===== src/rtl/cargo_pkg.sv =====
// Shared encodings for the cargo sorter: item classes, FSM states and the
// class-to-diverter mapping.
package cargo_pkg;

    typedef enum logic [1:0] {
        CLS_REJECT = 2'd0,
        CLS_LIGHT  = 2'd1,
        CLS_MEDIUM = 2'd2,
        CLS_HEAVY  = 2'd3
    } cls_t;

    localparam logic [1:0] ST_IDLE     = 2'd0;
    localparam logic [1:0] ST_CLASSIFY = 2'd1;
    localparam logic [1:0] ST_WAIT_BIN = 2'd2;
    localparam logic [1:0] ST_GATE     = 2'd3;

    // Diverter bit order is {heavy, medium, light}; rejects open no gate.
    function automatic logic [2:0] cls_onehot(input cls_t c);
        case (c)
            CLS_LIGHT:  return 3'b001;
            CLS_MEDIUM: return 3'b010;
            CLS_HEAVY:  return 3'b100;
            default:    return 3'b000;
        endcase
    endfunction

endpackage


===== src/rtl/cargo_classifier.sv =====
// Combinational weight classifier: zero rejects, then inclusive light and
// medium upper bounds, everything else heavy.
module cargo_classifier
    import cargo_pkg::*;
#(
    parameter int unsigned W_WIDTH = 4
) (
    input  logic [W_WIDTH-1:0] weight,
    input  logic [W_WIDTH-1:0] thr_light,
    input  logic [W_WIDTH-1:0] thr_medium,
    output cls_t               cls
);

    always_comb begin
        cls = CLS_HEAVY;
        if (weight == '0)
            cls = CLS_REJECT;
        else if (weight <= thr_light)
            cls = CLS_LIGHT;
        else if (weight <= thr_medium)
            cls = CLS_MEDIUM;
    end

endmodule


===== src/rtl/cargo_sort_ctrl.sv =====
// Cargo sorter controller: accepts one weighed item at a time, classifies it,
// waits for bin space if needed and holds the matching diverter gate open.
module cargo_sort_ctrl
    import cargo_pkg::*;
#(
    parameter int unsigned W_WIDTH     = 4,
    parameter int unsigned CNT_WIDTH   = 8,
    parameter int unsigned GATE_CYCLES = 4,
    parameter int unsigned BIN_CAP     = 15
) (
    input  logic                 clk,
    input  logic                 rst,
    input  logic                 in_valid,
    output logic                 in_ready,
    input  logic [W_WIDTH-1:0]   weight,
    input  logic [W_WIDTH-1:0]   thr_light,
    input  logic [W_WIDTH-1:0]   thr_medium,
    input  logic                 clr_counts,
    output logic [2:0]           gate,
    output logic                 reject,
    output logic [2:0]           bin_full,
    output logic [CNT_WIDTH-1:0] cnt_light,
    output logic [CNT_WIDTH-1:0] cnt_medium,
    output logic [CNT_WIDTH-1:0] cnt_heavy
);

    localparam logic [CNT_WIDTH-1:0] CAP       = CNT_WIDTH'(BIN_CAP);
    localparam logic [CNT_WIDTH-1:0] CNT_ONE   = CNT_WIDTH'(1);
    localparam logic [7:0]           GATE_LAST = 8'(GATE_CYCLES - 1);

    logic [1:0]           state;
    cls_t                 cls_next;
    cls_t                 cls_q;
    logic [7:0]           gate_cnt;
    logic [CNT_WIDTH-1:0] cnt_q [3];
    logic [2:0]           tgt;
    logic                 target_full;
    logic                 enter_gate;

    cargo_classifier #(
        .W_WIDTH(W_WIDTH)
    ) u_classifier (
        .weight     (weight),
        .thr_light  (thr_light),
        .thr_medium (thr_medium),
        .cls        (cls_next)
    );

    assign tgt         = cls_onehot(cls_q);
    assign bin_full    = {cnt_q[2] == CAP, cnt_q[1] == CAP, cnt_q[0] == CAP};
    assign target_full = |(tgt & bin_full);
    assign in_ready    = (state == ST_IDLE) && !rst;
    assign gate        = (state == ST_GATE) ? tgt : 3'b000;
    assign cnt_light   = cnt_q[0];
    assign cnt_medium  = cnt_q[1];
    assign cnt_heavy   = cnt_q[2];

    // The bin count is taken on the same edge the FSM enters GATE.
    assign enter_gate = ((state == ST_CLASSIFY) && (cls_q != CLS_REJECT) && !target_full)
                     || ((state == ST_WAIT_BIN) && clr_counts);

    always_ff @(posedge clk) begin
        if (rst) begin
            state    <= ST_IDLE;
            cls_q    <= CLS_REJECT;
            gate_cnt <= '0;
            reject   <= 1'b0;
        end else begin
            reject <= 1'b0;
            case (state)
                ST_IDLE: begin
                    if (in_valid) begin
                        state <= ST_CLASSIFY;
                        cls_q <= cls_next;
                    end
                end
                ST_CLASSIFY: begin
                    if (cls_q == CLS_REJECT) begin
                        reject <= 1'b1;
                        state  <= ST_IDLE;
                    end else if (target_full) begin
                        state <= ST_WAIT_BIN;
                    end else begin
                        state    <= ST_GATE;
                        gate_cnt <= GATE_LAST;
                    end
                end
                ST_WAIT_BIN: begin
                    if (clr_counts) begin
                        state    <= ST_GATE;
                        gate_cnt <= GATE_LAST;
                    end
                end
                ST_GATE: begin
                    if (gate_cnt == '0)
                        state <= ST_IDLE;
                    else
                        gate_cnt <= gate_cnt - 8'd1;
                end
                default: state <= ST_IDLE;
            endcase
        end
    end

    // A clear coinciding with an increment leaves the target bin at one.
    always_ff @(posedge clk) begin
        for (int unsigned i = 0; i < 3; i++) begin
            if (rst)
                cnt_q[i] <= '0;
            else if (clr_counts)
                cnt_q[i] <= (enter_gate && tgt[i]) ? CNT_ONE : '0;
            else if (enter_gate && tgt[i])
                cnt_q[i] <= cnt_q[i] + CNT_ONE;
        end
    end

endmodule


===== config.mk =====
export PLATFORM = sky130hd
export DESIGN_NAME = cargo_sort_ctrl
export DESIGN_NICKNAME = d
export VERILOG_FILES = /design/src/rtl/cargo_pkg.sv /design/src/rtl/cargo_classifier.sv /design/src/rtl/cargo_sort_ctrl.sv
export SDC_FILE = /design/constraint.sdc
export NUM_CORES = 1
export LEC_CHECK = 0
export ABC_AREA = 1
export CAP_MARGIN = 25
export CORE_MARGIN = 3
export CORE_UTILIZATION = 40
export CTS_CLUSTER_SIZE = 30
export DETAILED_ROUTE_END_ITERATION = 16
export SYNTH_ARGS = -nofsm -noshare
export SYNTH_HDL_FRONTEND = slang
export SYNTH_HIERARCHICAL = 1
export SYNTH_SLANG_ARGS = --single-unit

===== constraint.sdc =====
create_clock -name clk -period 3.1 [get_ports clk]
set_input_delay 0.465 -clock clk [delete_from_list [all_inputs] [get_ports clk]]
set_output_delay 0.465 -clock clk [all_outputs]
set_load 0.01 [all_outputs]

# After elaboration in Yosys (flattened, before gate mapping)
# Memory sizes are Yosys's and may differ from the RTL's.
# Index checks and enable logic that the tools add are counted.
# Widths: inputs -> output; s select.
op_classes:
  add_sub_neg: 4
  magnitude_cmp: 2
  n_eq_ne: 15
  n_mux: 43
  bitwise_logic: 8
  reduce_logical: 21
ops:
  columns: ["operator", "n"]
  rows:
  - ["$mux 8", 10]
  - ["$add 8x1->8 const B", 3]
  - ["$eq 8x4->1 const B", 3]
  - ["$pmux 8 s3", 1]
  - ["$mux 1", 23]
  - ["$mux 2", 6]
  - ["$ne 2x2->1 const B", 5]
  - ["$pmux 3 s3", 1]
  - ["$eq 2x2->1 const B", 4]
  - ["$le 4x4->1", 2]
  - ["$logic_not 8->1", 1]
  - ["$pmux 2 s4", 1]
  - ["$sub 8x1->8 const B", 1]
  - ["$logic_and 1x1->1", 7]
  - ["$or 1x1->1", 6]
  - ["$reduce_and 5->1", 1]
  - ["$eq 2x1->1 const B", 2]
  - ["$logic_not 2->1", 2]
  - ["$logic_not 4->1", 1]
  - ["$and 3x3->3", 1]
  - ["$mux 3", 1]
  - ["$reduce_and 3->1", 1]
  - ["$reduce_bool 3->1", 1]
  - ["$reduce_or 3->1", 1]
  - ["other kinds (7)", 8]
word_totals:
  ff_bits: 13
  ram_bits: 24
  inputBits: 16
  out_inout_bits: 32
  wordCells: 98
  mem_count: 1
mem_list:
  columns: ["name", "depth", "word_bits", "read_ports", "rd_ports_with_merged_regs", "write_ports", "line_no", "text"]
  rows:
  - ["cnt_q", 3, 8, 3, 0, 3, "cargo_sort_ctrl.sv:35", "logic [CNT_WIDTH-1:0] cnt_q [3];"]

# Longest topological paths before layout
depth:
  word_depth: 13
  mapped_depth: 11
  depth_no_buf: 11

# Hierarchy
# Netlist, hierarchy kept.
by_module_without_submodules:
  columns: ["mod", "n_inst", "cells_per_inst", "area_per_inst_um2", "seq_area_each_um2"]
  rows:
  - ["cargo_sort_ctrl", 1, 266, 2120.8, 980.9]
  - ["cargo_classifier", 1, 40, 246.5, 0.0]

# Worst setup path before layout
# OpenSTA, ideal clock, no wires.
synth_path:
  path_kind: "register -> register"
  startpoint: "memory cnt_q[0][0]"
  endpoint: "memory cnt_q[0][0], enable pin"
  setup_ns: 0.329
  t_arrival_ns: 1.492
  t_required_ns: 2.771
  path_slack_ns: 1.279
  stages_incl_launch_ff: 9
  path_buffers: 0
  synth_period_minus_slack_ns: 1.821
  cell_sequence: "edfxtp_1 -> ha_1 -> nand2_1 -> nor2_1 -> nand4_1 -> nand3_2 -> o21ai_4 -> nand2_1 -> nand2_1"
synth_rtl:
  columns: ["item", "line_no"]
  rows:
  - ["start: declaration", "cargo_sort_ctrl.sv:35"]

==> summary.md <==
| Metric | Value |
|---|---|
| Post-synthesis cell type count | `30` |
| Min cycle time layout | `2420 ps` |
| Die Area | `approximately 0.0069 mm2` |
| Worst Skew | `roughly 2.6 ps` |
| Post-DP HPWL | `around 3800 um` |
| Final #Nets | `between 300 and 400` |
| Critical Path Fanout Max | `4` |
| Via/cell ratio | `between 4 and 5` |
| # diodes | `0` |
| Final setup viols | `0` |
| FP Rows | `27` |
| Layout cells sized above 1 | `about 5.3%` |
| Worst Setup End Kind | `output pin` |
| Number of flops mapped to enable cells by yosys | `24` |
| Final Max Slew Viols | `0` |
| Floorplan Core Area | `between 0.005 and 0.006 mm2` |
| Yosys top cell by area | `edfxtp_1` |
| IO buf count | `47` |
| Synth-to-layout area growth | `25.6%` |
| Max IR drop VDD | `roughly 0.18 mV` |
| Commonest non-fill, non-tap cell in the layout | `nor2_1` |
| Total congestion overflow | `0` |
| Initial drt markers | `47` |
| Final wirelength | `between 4000 and 5000 um` |
| Worst skew pair latency | `280 ps` |
| Initial antenna violation count | `0` |
| CTS Buf Count | `5` |
| PD cells | `about 440 mW/mm2` |
| Hold Path Class | `reg2reg` |
| Initial Util | `a little over two fifths` |
| Final period util | `roughly four fifths` |
| Cells along the critical path | `ha_1 -> nand2_1 -> nor2_1 -> and3_1 -> clkdlybuf4s50_1` |
| Final core occ | `between 50% and 60%` |
| Unrepaired setup endpoints after global routing | `no` |
| Vias in the first global route | `around 1,900` |
| Net count after synthesis | `approximately 340` |
| Slowest CP cell | `clkdlybuf4s50_1` |
| Largest cells by area after synthesis | `edfxtp_1 30%, dfxtp_1 11%, nor2_1 9.4%` |
| Worst path arrival time | `1960 ps` |
| # Post-CTS Setup Buffers | `0` |
| Drt first pass iters | `4` |
| Min-delay src | `gate_cnt[1]` |
| Mean Syn Cell Area | `around 7.7 um2` |
| PostCTS Resize Cnt | `0` |
| DR vias | `2,068` |
| Die width | `82.9 um` |
| Crit-path max cell delay | `about 540 ps` |
| Largest net degree at the start of global routing | `14` |
| Htree depth | `2` |
| Async set or reset register ratio after synthesis | `0%` |
| Most frequent cells in the layout | `59 x nor2_1, 58 x nand2_1, 47 x clkdlybuf4s50_1, 41 x inv_1, 26 x nand3_1` |
| CTS tree | `yes` |
| Hold buffers post-CTS | `0` |
| Clock sink count | `37` |
| Primary FF master, synth | `edfxtp_1` |
| Antenna Violating Nets Remaining | `0` |
| WL/cell | `roughly 11 um` |
| Synth Instances | `306` |
| Seq/Total Area, Yosys | `roughly two fifths` |
| # IOs | `48` |
| Crit path launch | `cnt_q[2][0]` |
| DRC | `0` |
| Netlist Area Pre-Place | `between 0.002 and 0.0025 mm2` |
| Outcome | `finished clean` |
| FF+latch count, synth | `37` |
| Clock transition at path regs | `70 ps` |
| Clock root cell | `clkbuf_8` |
| Yosys warns | `6` |
| Critical path class | `reg2out` |
| Die height | `slightly above 80 um` |
| Routability cong. | `just under 0.8` |
| Max Freq | `between 400 and 500 MHz` |
| Startpoint Class | `flip-flop` |
| First-pass GRT wire length | `8310 um` |
| Worst rel slew slack | `approximately two thirds` |
| Pin slew with the least headroom to its limit | `~480 ps` |
| Max_cap viols | `0` |
| Lkg Pwr | `1.22 nW` |
| Final Hold Vio Count | `0` |
| Setup TNS Final | `0 ps` |
| Clk buf depth | `2` |
| Global Route Usage Sum | `roughly 14%` |
| Top cell type's share of synthesized area | `a little under a third` |
| Reg-to-Reg Start | `cnt_q[1][0]` |
| Worst Path Required | `approximately 2600 ps` |
state kept, by name (all words and copies together), names as in the netlist, named ones only:
signal / count
cls_q: 2
cnt_q: 24
gate_cnt: 8
reject: 1
state: 1
per-stage QoR:
step / total power [mW] / std cells / worst slack, ps / hold WS [ps] / cell area [um2]
3_5_place_dp: 1.01 / 421 / 853 / 460 / 2890
3_3_place_gp: 1.01 / 421 / 855 / 449 / 2890
2_1_floorplan: 0.900 / 306 / 1280 / 441 / 2370
5_1_grt: 1.42 / 429 / 567 / 519 / 2970
6_report: 1.32 / 429 / 675 / 463 / 2970
4_1_cts: 1.33 / 429 / 657 / 470 / 2970
report_power, final:
| part | internal, mW | switching [mW] |
|---|---|---|
| logic | 0.160 | 0.222 |
| registers | 0.572 | 0.0458 |
| clock network | 0.156 | 0.164 |
layout make-up:
type,instances,area [um2]
Fill cell,572,2640
Inverter,43,161
Tap cell,72,90.1
Clock buffer,6,72.6
Multi-Input combinational cell,222,1190
Timing Repair Buffer,47,470
Sequential cell,37,981
Clock inverter,2,10.0
kinds of logic after synthesis:
kind of cell	count (synthesis)	share of synthesized area (%)
AOI/OAI and AO/OA	27	6.71
DFF	37	41.4
and+or+nand+nor	165	30.3
adders and majority gates	13	6.87
xor gates and xnor gates	17	6.29
buffers and inverters	47	8.40
critical path, delay by kind of cell, from the launching register on:
| kind | cells | cell delay, ps |
|---|---|---|
| adder cells (fa/ha/maj) | 1 | 210 |
| buffers and inverters | 1 | 540 |
| AND/OR/NAND/NOR | 3 | 490 |
| flip-flops | 1 | 440 |
synth_stat cells, types with 2 or more instances:
cell type,number
a21oi_1,17
and3_1,2
buf_6,3
dfxtp_1,13
edfxtp_1,24
ha_1,13
inv_1,41
nand2_1,58
nand2_2,4
nand3_1,26
nand4_1,5
nor2_1,59
nor2_2,2
nor3_1,4
o21ai_0,5
xnor2_1,8
xor2_1,9
path summary, 6_finish.rpt:
kind / to / slack (ps) / cells past startpoint
setup reg to reg: cnt_q[1][3] / 1030 / 8
hold reg to reg: gate_cnt[1] / 460 / 2
hold / removal: gate_cnt[1] / 460 / 2
setup / recovery: bin_full[2] / 680 / 5
layer usage:
metal	track usage [%]	share of wire [%]	vias to the layer above
li1	-	-	1090
met4	4.46	1.5	0
met1	17.9	48	911
met2	24.2	45	59
met3	3.87	5.8	8
met5	0	0	-
No activity file was read; power rests on OpenSTA's default activity.
